<file path="src/rtl/div_result_writeback_pkg.sv">
// Shared types and constants for the divider result writeback stage.
package div_result_writeback_pkg;

    typedef enum logic [1:0] {
        IDLE    = 2'd0,
        WAIT    = 2'd1,
        CAPTURE = 2'd2,
        HOLD    = 2'd3
    } state_t;

    // Operands the divider's magnitude path cannot represent
    localparam logic [63:0] A_MIN = 64'h8000_0000_0000_0000;
    localparam logic [31:0] B_MIN = 32'h8000_0000;

    // Quotient reported on divide-by-zero
    localparam logic [31:0] DZ_QUOT = 32'hFFFF_FFFF;

    // Range of a quotient that fits a 32-bit register
    localparam logic signed [63:0] Q_MAX = 64'sd2147483647;
    localparam logic signed [63:0] Q_MIN = -64'sd2147483648;

    // True when a 64-bit two's complement quotient does not fit in 32 bits
    function automatic logic quot_out_of_range(input logic [63:0] q);
        return ($signed(q) > Q_MAX) || ($signed(q) < Q_MIN);
    endfunction

endpackage

</file>
<file path="src/rtl/div_result_writeback_if.sv">
// Request/result bundle between the issuing logic, this stage and writeback.
interface div_result_writeback_if;

    logic        start;
    logic [63:0] a;
    logic [31:0] b;
    logic        busy;
    logic        res_valid;
    logic        res_ready;
    logic [31:0] hi;
    logic [31:0] lo;
    logic        dz;
    logic        ovf;

    // Seen from the writeback stage itself
    modport slave (
        input  start, a, b, res_ready,
        output busy, res_valid, hi, lo, dz, ovf
    );

    // Seen from the requester / register-file side
    modport master (
        output start, a, b, res_ready,
        input  busy, res_valid, hi, lo, dz, ovf
    );

endinterface

</file>
<file path="src/rtl/div_result_writeback_sm_to_tc64.sv">
// Sign-magnitude to two's complement conversion, 64-bit, combinational.
module sm_to_tc64 (
    input  logic [63:0] sm,
    output logic [63:0] tc
);

    logic [63:0] mag;

    // Negating a zero magnitude yields zero, so negative zero collapses to 0
    assign mag = {1'b0, sm[62:0]};
    assign tc  = sm[63] ? (~mag + 64'd1) : mag;

endmodule

</file>
<file path="src/rtl/div_result_writeback.sv">
// Sequential wrapper around the combinational 64/32 divider: registers the
// operands, waits for the deep path to settle, converts and flags the
// result, and offers HI/LO to writeback through a valid/ready handshake.
module div_result_writeback
    import div_result_writeback_pkg::*;
#(
    parameter int unsigned SETTLE_CYCLES = 4
) (
    input  logic                        clk,
    input  logic                        rst,
    div_result_writeback_if.slave       bus,
    output logic [63:0]                 div_a,
    output logic [31:0]                 div_b,
    input  logic [63:0]                 div_shang,
    input  logic [63:0]                 div_yu
);

    localparam logic [3:0] SETTLE_LOAD = 4'(SETTLE_CYCLES - 1);

    state_t      state;
    logic [3:0]  counter;
    logic [31:0] res_hi;
    logic [31:0] res_lo;
    logic        dz_flag;
    logic        ovf_flag;
    logic        valid_flag;
    logic [63:0] q64;
    logic [63:0] r64;

    sm_to_tc64 quot_conv (
        .sm (div_shang),
        .tc (q64)
    );

    sm_to_tc64 rem_conv (
        .sm (div_yu),
        .tc (r64)
    );

    assign bus.busy      = (state != IDLE);
    assign bus.res_valid = valid_flag;
    assign bus.hi        = res_hi;
    assign bus.lo        = res_lo;
    assign bus.dz        = dz_flag;
    assign bus.ovf       = ovf_flag;

    // Control FSM; every output is registered here. The early-exit path
    // enters HOLD with res_valid low and raises it on the following edge.
    always_ff @(posedge clk or posedge rst) begin
        if (rst) begin
            state      <= IDLE;
            counter    <= 4'd0;
            div_a      <= 64'd0;
            div_b      <= 32'd0;
            res_hi     <= 32'd0;
            res_lo     <= 32'd0;
            dz_flag    <= 1'b0;
            ovf_flag   <= 1'b0;
            valid_flag <= 1'b0;
        end else begin
            case (state)
                IDLE: begin
                    if (bus.start) begin
                        div_a <= bus.a;
                        div_b <= bus.b;
                        if (bus.b == 32'd0) begin
                            state    <= HOLD;
                            dz_flag  <= 1'b1;
                            ovf_flag <= 1'b0;
                            res_lo   <= DZ_QUOT;
                            res_hi   <= bus.a[31:0];
                        end else if ((bus.a == A_MIN) || (bus.b == B_MIN)) begin
                            state    <= HOLD;
                            dz_flag  <= 1'b0;
                            ovf_flag <= 1'b1;
                            res_lo   <= 32'd0;
                            res_hi   <= 32'd0;
                        end else begin
                            state    <= WAIT;
                            counter  <= SETTLE_LOAD;
                            dz_flag  <= 1'b0;
                            ovf_flag <= 1'b0;
                        end
                    end
                end
                WAIT: begin
                    if (counter == 4'd0) begin
                        state <= CAPTURE;
                    end else begin
                        counter <= counter - 4'd1;
                    end
                end
                CAPTURE: begin
                    res_lo     <= q64[31:0];
                    res_hi     <= r64[31:0];
                    ovf_flag   <= quot_out_of_range(q64);
                    valid_flag <= 1'b1;
                    state      <= HOLD;
                end
                HOLD: begin
                    if (!valid_flag) begin
                        valid_flag <= 1'b1;
                    end else if (bus.res_ready) begin
                        valid_flag <= 1'b0;
                        state      <= IDLE;
                    end
                end
                default: begin
                    state <= IDLE;
                end
            endcase
        end
    end

endmodule
</file>
<file path="src/flat_wrapper.sv">
// flat-port wrapper written by rule: the top's interface ports become plain ports
module div_result_writeback_flat import div_result_writeback_pkg::*;
#(
    parameter int unsigned SETTLE_CYCLES = 4
)
  (clk, rst, div_a, div_b, div_shang, div_yu, bus_start, bus_a, bus_b, bus_res_ready, bus_busy, bus_res_valid, bus_hi, bus_lo, bus_dz, bus_ovf);
  div_result_writeback_if bus_i ();
  input  logic clk;
  input  logic rst;
  output logic [63:0] div_a;
  output logic [31:0] div_b;
  input  logic [63:0] div_shang;
  input  logic [63:0] div_yu;
  input wire logic [$bits(bus_i.start)-1:0] bus_start;
  input wire logic [$bits(bus_i.a)-1:0] bus_a;
  input wire logic [$bits(bus_i.b)-1:0] bus_b;
  input wire logic [$bits(bus_i.res_ready)-1:0] bus_res_ready;
  output wire logic [$bits(bus_i.busy)-1:0] bus_busy;
  output wire logic [$bits(bus_i.res_valid)-1:0] bus_res_valid;
  output wire logic [$bits(bus_i.hi)-1:0] bus_hi;
  output wire logic [$bits(bus_i.lo)-1:0] bus_lo;
  output wire logic [$bits(bus_i.dz)-1:0] bus_dz;
  output wire logic [$bits(bus_i.ovf)-1:0] bus_ovf;
  assign bus_i.start = bus_start;
  assign bus_i.a = bus_a;
  assign bus_i.b = bus_b;
  assign bus_i.res_ready = bus_res_ready;
  assign bus_busy = bus_i.busy;
  assign bus_res_valid = bus_i.res_valid;
  assign bus_hi = bus_i.hi;
  assign bus_lo = bus_i.lo;
  assign bus_dz = bus_i.dz;
  assign bus_ovf = bus_i.ovf;
  div_result_writeback #(.SETTLE_CYCLES(SETTLE_CYCLES)) u_core (.clk(clk), .rst(rst), .bus(bus_i), .div_a(div_a), .div_b(div_b), .div_shang(div_shang), .div_yu(div_yu));
endmodule
</file>
<file path="config.mk">
export PLATFORM = sky130hd
export DESIGN_NAME = div_result_writeback_flat
export DESIGN_NICKNAME = d
export VERILOG_FILES = /design/src/rtl/div_result_writeback_pkg.sv /design/src/rtl/div_result_writeback_if.sv /design/src/rtl/div_result_writeback_sm_to_tc64.sv /design/src/rtl/div_result_writeback.sv /design/src/flat_wrapper.sv
export SDC_FILE = /design/constraint.sdc
export NUM_CORES = 1
export LEC_CHECK = 0
export CORE_AREA = 4 4 143 247
export DETAILED_ROUTE_END_ITERATION = 8
export DIE_AREA = 0 0 147 251
export DONT_BUFFER_PORTS = 1
export PLACE_DENSITY = 0.52
export SLEW_MARGIN = 25
export SYNTH_ARGS = -nofsm -noshare
export SYNTH_HDL_FRONTEND = slang
export SYNTH_SLANG_ARGS = --single-unit
</file>
<file path="constraint.sdc">
create_clock -name clk -period 6.95 [get_ports clk]
set_input_delay 1.39 -clock clk [delete_from_list [all_inputs] [get_ports clk]]
set_output_delay 1.39 -clock clk [all_outputs]
set_load 0.01 [all_outputs]
</file>
==> results_dict.tcl <==
set metrics [dict create \
    status "completed" \
    end_kind "flop" \
    globalRouteTotalUtil_pct 17.6 \
    rows 88 \
    syn2layout_area_growth_pct 12.4 \
    core_area_um2 33100 \
    die_h_um 251 \
    drive_gt1_share_pct 17.6 \
    synth-xor-area-share_pct 8.00 \
    ys_seq_area_share_pct 44.4 \
    worst_path_largest_cell_delay_ps 750 \
    syn_nets 1176 \
    synth_top_area_cell "dfrtp_1" \
    async_reset_ff_share_pct 100 \
    r2r_slack_ps 4030 \
    gp_congestion 0.922 \
    grt_pass1_vias 7795 \
    startpoint "div_shang[12]" \
    antenna_found_initial 0 \
    drt_iter0_drc 407 \
    synth-compound-area-share_pct 15.9 \
    ctsHoldBuffers 0 \
    p_leak_nw 4.15 \
    dieWidth_um 147 \
    die_area_um2 36900 \
    synth_edf_count 0 \
    synth_top_family_by_area "simple AND/OR/NAND/NOR gates" \
    synthAdderAreaFrac_pct 1.05 \
    cts.clk_slew.worst_paths_ps 70 \
    clockRootBuffer "clkbuf_16" \
    arrival_ps 4890 \
    crit_fanout 18 \
    finalCritPeriodShare_pct 65.9 \
    powerDensity_nw_per_um2 398 \
    tns_ps 0 \
    muxShareOfSynthArea_pct 11.9 \
    wl_met1_um 11100 \
    rsz0062_at_grt "false" \
    overflow 0 \
    period_needed_ps 4580 \
    start_util_pct 28.8 \
    nNetsFinal 1156 \
    wl_met2_um 18900 \
    wl_per_cell_um 24.3 \
    path_cells "or4_1 > nor3_1 > nand4_1 > o41ai_1 > xor2_1 > o2111ai_1 > nor4_1 > and4_1 > a211oi_1" \
    post_cts_resized 0 \
    synth_top_area_share_pct 44.4 \
    cts_setup_buffers 0 \
    route.detailed.drc 0 \
    final_max_slew_viol_count 0 \
    synthTopCellsByArea "dfrtp_1, mux2_2, xor2_1" \
    final_cell_mix "dfrtp_1, mux2_2, nor2_1" \
    final_cell_count_no_fill 1383 \
    yosysWarnings 0 \
    numCtsBuffers 17 \
    avgSynthCellArea_um2 10.1 \
    final-hold-violation-count 0 \
    grt_max_degree 77 \
    dr.pass1.iters 5 \
    cts_buffer_depth 2 \
    ys_seq_elements 169 \
    slowest_stage "nand4_1" \
    r2r_cells 8 \
    io_buffer_count 0 \
    hold_path_class "flop to flop" \
    vias 7563 \
    tritoncts "built" \
    reg2reg_to "u_core.bus.lo[27]$_DFFE_PP0P_" \
    ios 392 \
    hpwl_um 26500 \
    clock_latency_ps 450 \
    top_layer_used "met4" \
    tightest_slew_ps 1160 \
    layout_commonest_cell "dfrtp_1" \
    yosysUniqueCellTypes 59 \
    fillers 3415 \
    setup_viol 0 \
    ant_nets 0 \
    synth_simple_gate_area_share_pct 16.0 \
    slew_headroom_pct 22.1 \
    htree_num_levels 4 \
    dr_wl_met3_um 2600 \
    endpoint "u_core.bus.ovf$_DFFE_PP0P_" \
    clkSinkCount 169 \
    synth_cells 940 \
    n_antenna_cell 0 \
    grt_pass1_wl_um 49700 \
    finish.utilization_pct 32.3 \
    synth_area_um2 9530 \
    startpoint_type "input pin" \
    crit_type "input pin to flop" \
    viasPerCell 5.47 \
    dp_cells 1349 \
    yosys_most_used_dff "dfrtp_1" \
    required_ps 7260 \
    skew_ps 10.3 \
    reg2reg_from "u_core.state[0]$_DFFE_PP0P_" \
    routed_wl_um 33600 \
    irDropWorstVdd_uv 118 \
    fmax_mhz 218 \
    max_cap_violations 0 \
]
area by class of cell:
cell class	count	area [um2]	share of cell area [%]
inverter	16	65.1	0.608
timing repair buffer	14	149	1.39
sequential	169	4230	39.5
clock inverter	14	183	1.71
tap	450	563	5.26
multi-input combinational	702	5080	47.4
clock buffer	18	439	4.10
worst min-delay path by stage:
stage	startpoint	end	slack, ps	cells past startpoint
2_1_floorplan	u_core.counter[1]$_DFFE_PP0P_	u_core.counter[1]$_DFFE_PP0P_	480	1
6_report	u_core.counter[1]$_DFFE_PP0P_	u_core.counter[1]$_DFFE_PP0P_	530	1
3_3_place_gp	u_core.counter[1]$_DFFE_PP0P_	u_core.counter[1]$_DFFE_PP0P_	510	1
4_1_cts	u_core.counter[1]$_DFFE_PP0P_	u_core.counter[1]$_DFFE_PP0P_	530	1
5_1_grt	u_core.counter[1]$_DFFE_PP0P_	u_core.counter[1]$_DFFE_PP0P_	560	1
3_5_place_dp	u_core.counter[1]$_DFFE_PP0P_	u_core.counter[1]$_DFFE_PP0P_	510	1
critical path: cells and delay by family:
| family | cells | cell delay (ps) |
|---|---|---|
| AND/OR/NAND/NOR | 5 | 2280 |
| XOR/XNOR | 1 | 250 |
| AO/OA/AOI/OAI | 3 | 950 |
cells by family after synthesis:
| group | Yosys count |
|---|---|
| and+or+nand+nor | 293 |
| AOI/OAI and AO/OA | 213 |
| DFF | 169 |
| muxes | 101 |
| xor gates and xnor gates | 87 |
| buffers and inverters | 69 |
| adders and majority gates | 8 |
through the flow:
stage / power [mW] / setup slack (ps) / instance area (um2) / hold slack, ps
CTS: 4.31 / 2330 / 10600 / 529
global placement: 3.24 / 1830 / 10000 / 506
floorplan: 2.87 / 985 / 9530 / 482
finish: 4.26 / 2370 / 10700 / 529
detailed placement: 3.28 / 1840 / 10000 / 513
global route: 4.51 / 2080 / 10700 / 561
registers in the layout, indices dropped and copies added, names as in the netlist:
register	count
u_core.bus.dz	1
u_core.bus.hi	32
u_core.bus.lo	32
u_core.bus.ovf	1
u_core.bus.res_valid	1
u_core.counter	4
u_core.div_a	64
u_core.div_b	32
u_core.state	2
Yosys cell counts (3+ instances only):
| master | n |
|---|---|
| dfrtp_1 | 169 |
| mux2_2 | 99 |
| nor2_1 | 77 |
| nand2_1 | 58 |
| clkbuf_1 | 47 |
| xor2_1 | 47 |
| nor4_1 | 43 |
| xnor2_1 | 40 |
| a21oi_1 | 34 |
| o31ai_1 | 29 |
| o21ai_0 | 28 |
| a211oi_1 | 22 |
| a21o_1 | 18 |
| nor3_1 | 18 |
| or3_1 | 18 |
| a22oi_1 | 17 |
| o41ai_1 | 17 |
| inv_1 | 15 |
| nand4_1 | 15 |
| nand3_1 | 13 |
| a22o_1 | 11 |
| a221oi_1 | 10 |
| nand2b_1 | 9 |
| ha_1 | 8 |
| or4_1 | 8 |
| a31oi_1 | 7 |
| or2_2 | 6 |
| buf_1 | 4 |
| nand3b_1 | 4 |
| nor4b_1 | 4 |
| o22ai_1 | 4 |
| and3_1 | 3 |
| nand4b_1 | 3 |
| nor3b_1 | 3 |
| or4_4 | 3 |
power breakdown:
group          leakage (nW)  internal, mW  switching, mW  total [mW]
clock                 0.307         0.584          0.434        1.02
combinational          1.81         0.577          0.590        1.17
sequential             2.03          1.46          0.618        2.08
routing by layer:
metal	vias to the layer above	track usage (%)
met5	-	0
met4	0	6.98
met3	51	5.59
met2	258	34.0
met1	3774	17.1
li1	3480	-
Note: power is estimated with default switching activity, not from simulation.
